### src/rtl/alu_result_fifo_if.sv
// Producer/consumer bundle for the ALU result FIFO: a push channel (in_*) and a pop channel (out_*).
interface alu_result_fifo_if #(
  parameter int M = 16
);
  logic         in_valid;
  logic         in_ready;
  logic [2:0]   in_sel;
  logic [M-1:0] in_res;
  logic         out_valid;
  logic         out_ready;
  logic [2:0]   out_sel;
  logic [M-1:0] out_res;

  modport master (
    output in_valid, in_sel, in_res, out_ready,
    input  in_ready, out_valid, out_sel, out_res
  );

  modport slave (
    input  in_valid, in_sel, in_res, out_ready,
    output in_ready, out_valid, out_sel, out_res
  );
endinterface

### src/rtl/alu_result_fifo.sv
// First-word fall-through FIFO of {opcode, result} pairs with a saturating drop counter
// and a running sum of popped results.
module alu_result_fifo #(
  parameter int N     = 8,
  parameter int M     = 16,
  parameter int DEPTH = 4
) (
  input  logic                       clk,
  input  logic                       rst_n,
  alu_result_fifo_if.slave           bus,
  output logic [$clog2(DEPTH):0]     count,
  output logic [7:0]                 drop_cnt,
  output logic [M-1:0]               acc_sum
);
  localparam int AW = $clog2(DEPTH);
  localparam logic [AW:0] FULL_CNT = (AW + 1)'(DEPTH);

  if (N < 1 || M < 1 || DEPTH < 2 || (DEPTH & (DEPTH - 1)) != 0) begin : g_bad_param
    $error("alu_result_fifo: illegal parameters");
  end

  logic [M+2:0]  r_mem [DEPTH];
  logic [AW-1:0] r_wptr;
  logic [AW-1:0] r_rptr;
  logic [AW:0]   r_count;
  logic [7:0]    r_drop;
  logic [M-1:0]  r_acc;

  logic w_in_ready;
  logic w_out_valid;
  logic w_push;
  logic w_pop;
  logic w_drop;

  // Handshake: a transfer happens on an edge where valid and ready are both 1. in_ready and
  // out_valid come from registered count only, so a full FIFO refuses a push even while popping.
  assign w_in_ready  = (r_count != FULL_CNT);
  assign w_out_valid = (r_count != '0);
  assign w_push      = bus.in_valid & w_in_ready;
  assign w_pop       = w_out_valid & bus.out_ready;
  assign w_drop      = bus.in_valid & ~w_in_ready;

  assign bus.in_ready  = w_in_ready;
  assign bus.out_valid = w_out_valid;
  assign bus.out_sel   = r_mem[r_rptr][M+2:M];
  assign bus.out_res   = r_mem[r_rptr][M-1:0];
  assign count         = r_count;
  assign drop_cnt      = r_drop;
  assign acc_sum       = r_acc;

  // Storage has no reset; out_* are only meaningful while out_valid is high.
  always_ff @(posedge clk) begin
    if (rst_n && w_push) begin
      r_mem[r_wptr] <= {bus.in_sel, bus.in_res};
    end
  end

  always_ff @(posedge clk) begin
    if (!rst_n) begin
      r_wptr  <= '0;
      r_rptr  <= '0;
      r_count <= '0;
      r_drop  <= '0;
      r_acc   <= '0;
    end else begin
      if (w_push) begin
        r_wptr <= r_wptr + AW'(1);
      end
      if (w_pop) begin
        r_rptr <= r_rptr + AW'(1);
        r_acc  <= r_acc + bus.out_res;
      end
      if (w_push && !w_pop) begin
        r_count <= r_count + (AW + 1)'(1);
      end else if (w_pop && !w_push) begin
        r_count <= r_count - (AW + 1)'(1);
      end
      if (w_drop && r_drop != 8'hFF) begin
        r_drop <= r_drop + 8'd1;
      end
    end
  end
endmodule
### src/flat_wrapper.sv
// flat-port wrapper written by rule: the top's interface ports become plain ports
module alu_result_fifo_flat 
#(
  parameter int N     = 8,
  parameter int M     = 16,
  parameter int DEPTH = 4
)
  (clk, rst_n, count, drop_cnt, acc_sum, bus_in_valid, bus_in_sel, bus_in_res, bus_out_ready, bus_in_ready, bus_out_valid, bus_out_sel, bus_out_res);
  alu_result_fifo_if #(.M(M)) bus_i ();
  input  logic clk;
  input  logic rst_n;
  output logic [$clog2(DEPTH):0] count;
  output logic [7:0] drop_cnt;
  output logic [M-1:0] acc_sum;
  input wire logic [$bits(bus_i.in_valid)-1:0] bus_in_valid;
  input wire logic [$bits(bus_i.in_sel)-1:0] bus_in_sel;
  input wire logic [$bits(bus_i.in_res)-1:0] bus_in_res;
  input wire logic [$bits(bus_i.out_ready)-1:0] bus_out_ready;
  output wire logic [$bits(bus_i.in_ready)-1:0] bus_in_ready;
  output wire logic [$bits(bus_i.out_valid)-1:0] bus_out_valid;
  output wire logic [$bits(bus_i.out_sel)-1:0] bus_out_sel;
  output wire logic [$bits(bus_i.out_res)-1:0] bus_out_res;
  assign bus_i.in_valid = bus_in_valid;
  assign bus_i.in_sel = bus_in_sel;
  assign bus_i.in_res = bus_in_res;
  assign bus_i.out_ready = bus_out_ready;
  assign bus_in_ready = bus_i.in_ready;
  assign bus_out_valid = bus_i.out_valid;
  assign bus_out_sel = bus_i.out_sel;
  assign bus_out_res = bus_i.out_res;
  alu_result_fifo #(.N(N), .M(M), .DEPTH(DEPTH)) u_core (.clk(clk), .rst_n(rst_n), .bus(bus_i), .count(count), .drop_cnt(drop_cnt), .acc_sum(acc_sum));
endmodule
### config.mk
export PLATFORM = sky130hd
export DESIGN_NAME = alu_result_fifo_flat
export DESIGN_NICKNAME = d
export VERILOG_FILES = /design/src/rtl/alu_result_fifo_if.sv /design/src/rtl/alu_result_fifo.sv /design/src/flat_wrapper.sv
export SDC_FILE = /design/constraint.sdc
export NUM_CORES = 1
export LEC_CHECK = 0
export CELL_PAD_IN_SITES_DETAIL_PLACEMENT = 1
export CELL_PAD_IN_SITES_GLOBAL_PLACEMENT = 2
export CORE_MARGIN = 5
export CORE_UTILIZATION = 39
export CTS_BUF_LIST = sky130_fd_sc_hd__clkbuf_8
export DETAILED_ROUTE_END_ITERATION = 6
export PLACE_DENSITY_LB_ADDON = 0.1
export REMOVE_ABC_BUFFERS = 1
export SYNTH_ARGS = -nofsm -noshare
export SYNTH_HDL_FRONTEND = slang
export SYNTH_SLANG_ARGS = --single-unit
### constraint.sdc
create_clock -name clk -period 3.6 [get_ports clk]
set_clock_uncertainty 0.1 [all_clocks]
set_input_delay 0.36 -clock clk [delete_from_list [all_inputs] [get_ports clk]]
set_output_delay 0.36 -clock clk [all_outputs]
set_load 0.005 [all_outputs]
==> flow_summary.yaml <==
logic_synthesis:
  synth_edf_count: 76
  synth_seq_cells: 109
  syn_area_per_cell_um2: 13.7
  ys_warn_count: 0
  synth.distinct_cells: 51
  async_flop_share_pct: 0
  ys.flop_type: "edfxtp_1"
  synth.cell_area_mm2: 0.00501
  yosysSeqAreaShare_pct: 58.8
  synthCells: 366
cts:
  clk_pin_slew_ns: 0.10
  clock_sinks: 109
  cts_tree: "yes"
  clock_latency_ns: 0.38
  clockBufferDepth: 2
  root_buffer: "clkbuf_8"
  cts_resized: 0
  cts_max_level: 3
  post_cts_buffers: 0
  cts_buffers: 9
  ctsHoldBuffers: 0
floorplanning:
  die_h_um: 123
  die_area_mm2: 0.0152
  die_x_um: 123
  start_util_pct: 39.7
  fp.coreArea_mm2: 0.0126
  num_rows: 41
  num_io_pins: 71
route:
  ant_nets: 0
  drtIter0Drc: 168
  drt_wl_total_um: 11700
  wl_per_cell_um: 18.9
  remaining_drc_errors: 0
  num_vias: 3256
  viasPerCell: 5.24
  drt_pre_antenna_iters: 4
run:
  maxCapViolations: 0
critical_path:
  worstSetupEndpointType: "register"
  critical_path_required_ns: 3.78
  cp_max_fo: 14
  critical_path_class: "register to register"
  arrival_ns: 3.25
  crit_path_start_kind: "register"
timing:
  worst_pin_slew_ns: 0.575
  hold_viol: 0
  fin_crit_ns: 3.07
  fin_crit_sh_pct: 85.4
  finalHoldWorstSlack_ns: 0.397
  final.setup.worst_slack_ns: 0.525
  setup-tns-final_ns: 0
  final-setup-viol-count: 0
  fmax_mhz: 325
  slew_violations: 0
  rsz0062_at_grt: "false"
  slew-limit-headroom_pct: 61.5
placed_design:
  place_ws_ns: 0.547
  gp_congestion: 0.761
  port_buffers: 70
  hpwl_um: 8490
global_routing:
  grt-ovfl-total: 0
  grt_max_degree: 25
  antenna_found_initial: 0
  grt_first_pass_wirelength_um: 18800
  grt_pass1_vias: 3478
  grt_usage_pct: 16.5
finish:
  antennaDiodeCount: 0
  final_common_cell: "edfxtp_1"
  syn2layout_area_growth_pct: 22.2
  layout_common_cells: "edfxtp_1 (76), clkdlybuf4s50_1 (70), dfxtp_1 (33)"
  drive_gt1_share_pct: 9.58
  nets: 490
power:
  power_density_mw_per_mm2: 681
  ir_worst_vdd_uv: 314
  p_leak_nw: 2.17
status:
  status: "finished, final reports clean"
hold_path:
  hold_class: "register to register"
[layout make-up]
class                           instances  area (um2)
Tap cell                              172         215
Inverter                               11        41.3
Clock buffer                            9         124
Fill cell                            1326        6500
Sequential cell                       109        2940
Timing Repair Buffer                   82         791
Clock inverter                          7        47.5
Multi-Input combinational cell        231        1960
[sequential cells by signal, indices dropped and copies added (netlist names), named ones only]
name,cells
u_core.r_wptr,2
u_core.r_mem,76
u_core.drop_cnt,8
u_core.acc_sum,16
u_core.r_rptr,2
u_core.count,3
[worst max-delay path: stages, from the launching register on]
cell      delay, ns
dfxtp_1        0.35
buf_4          0.28
mux4_1         0.65
ha_1           0.39
a21o_1         0.23
a21oi_1        0.35
a21o_1         0.24
a21oi_1        0.10
o311ai_0       0.30
[cells by family after synthesis]
group	after synthesis	share of synthesized area, %
flip-flops	109	58.8
AO/OA/AOI/OAI	77	10.6
XOR/XNOR	15	2.62
AND/OR/NAND/NOR	94	10.2
multiplexers	22	9.67
adder cells (fa/ha/maj)	23	6.05
buffers and inverters	26	2.15
[layer usage]
layer	GRT usage (%)	share of wire, %	wire length (um)	vias up
met1	22.1	47	5470	1625
met2	26.8	48	5610	59
met5	0	0	0	-
li1	-	-	-	1562
met4	5.40	1.1	134	0
met3	3.52	4.5	528	10
[synth_stat cells, types with 9 or more instances]
library cell   n  area share, %
a21oi_1       16            1.6
dfxtp_1       33             13
inv_1         10           0.75
mux4_2        12            5.4
edfxtp_1      76             46
nand3_1        9           0.90
nor3_1        10            1.0
clkbuf_1      10           0.75
nand2_1       27            2.0
and2_1        10            1.2
o21ai_0       12            1.2
nor2b_1       10            1.2
ha_1          21            5.2
[final timing paths]
check	startpoint	end	slack [ns]	cells past startpoint
worst max-delay path	register	u_core.acc_sum[12]	0.53	8
worst max register to register	register	u_core.acc_sum[12]	0.53	8
worst min-delay path	u_core.acc_sum[10]	u_core.acc_sum[10]	0.40	2
worst min register to register	u_core.acc_sum[10]	u_core.acc_sum[10]	0.40	2
[per-stage QoR]
step | total power [mW] | utilization (%) | instances | cell area (um2)
3_3_place_gp | 3.50 | 47.1 | 605 | 5950
6_report | 4.16 | 48.5 | 621 | 6120
4_1_cts | 4.22 | 48.5 | 621 | 6120
5_1_grt | 4.49 | 48.5 | 621 | 6120
3_5_place_dp | 3.53 | 47.1 | 605 | 5950
2_1_floorplan | 2.72 | - | 351 | 4940
[power by group]
part	switching (mW)	total (mW)	internal, mW	leakage (nW)
sequential	0.120	1.62	1.50	0.959
clock	0.420	0.675	0.255	0.0916
combinational	0.940	1.87	0.929	1.12
total	1.48	4.16	2.68	2.17
(Power assumes the default switching activity.)
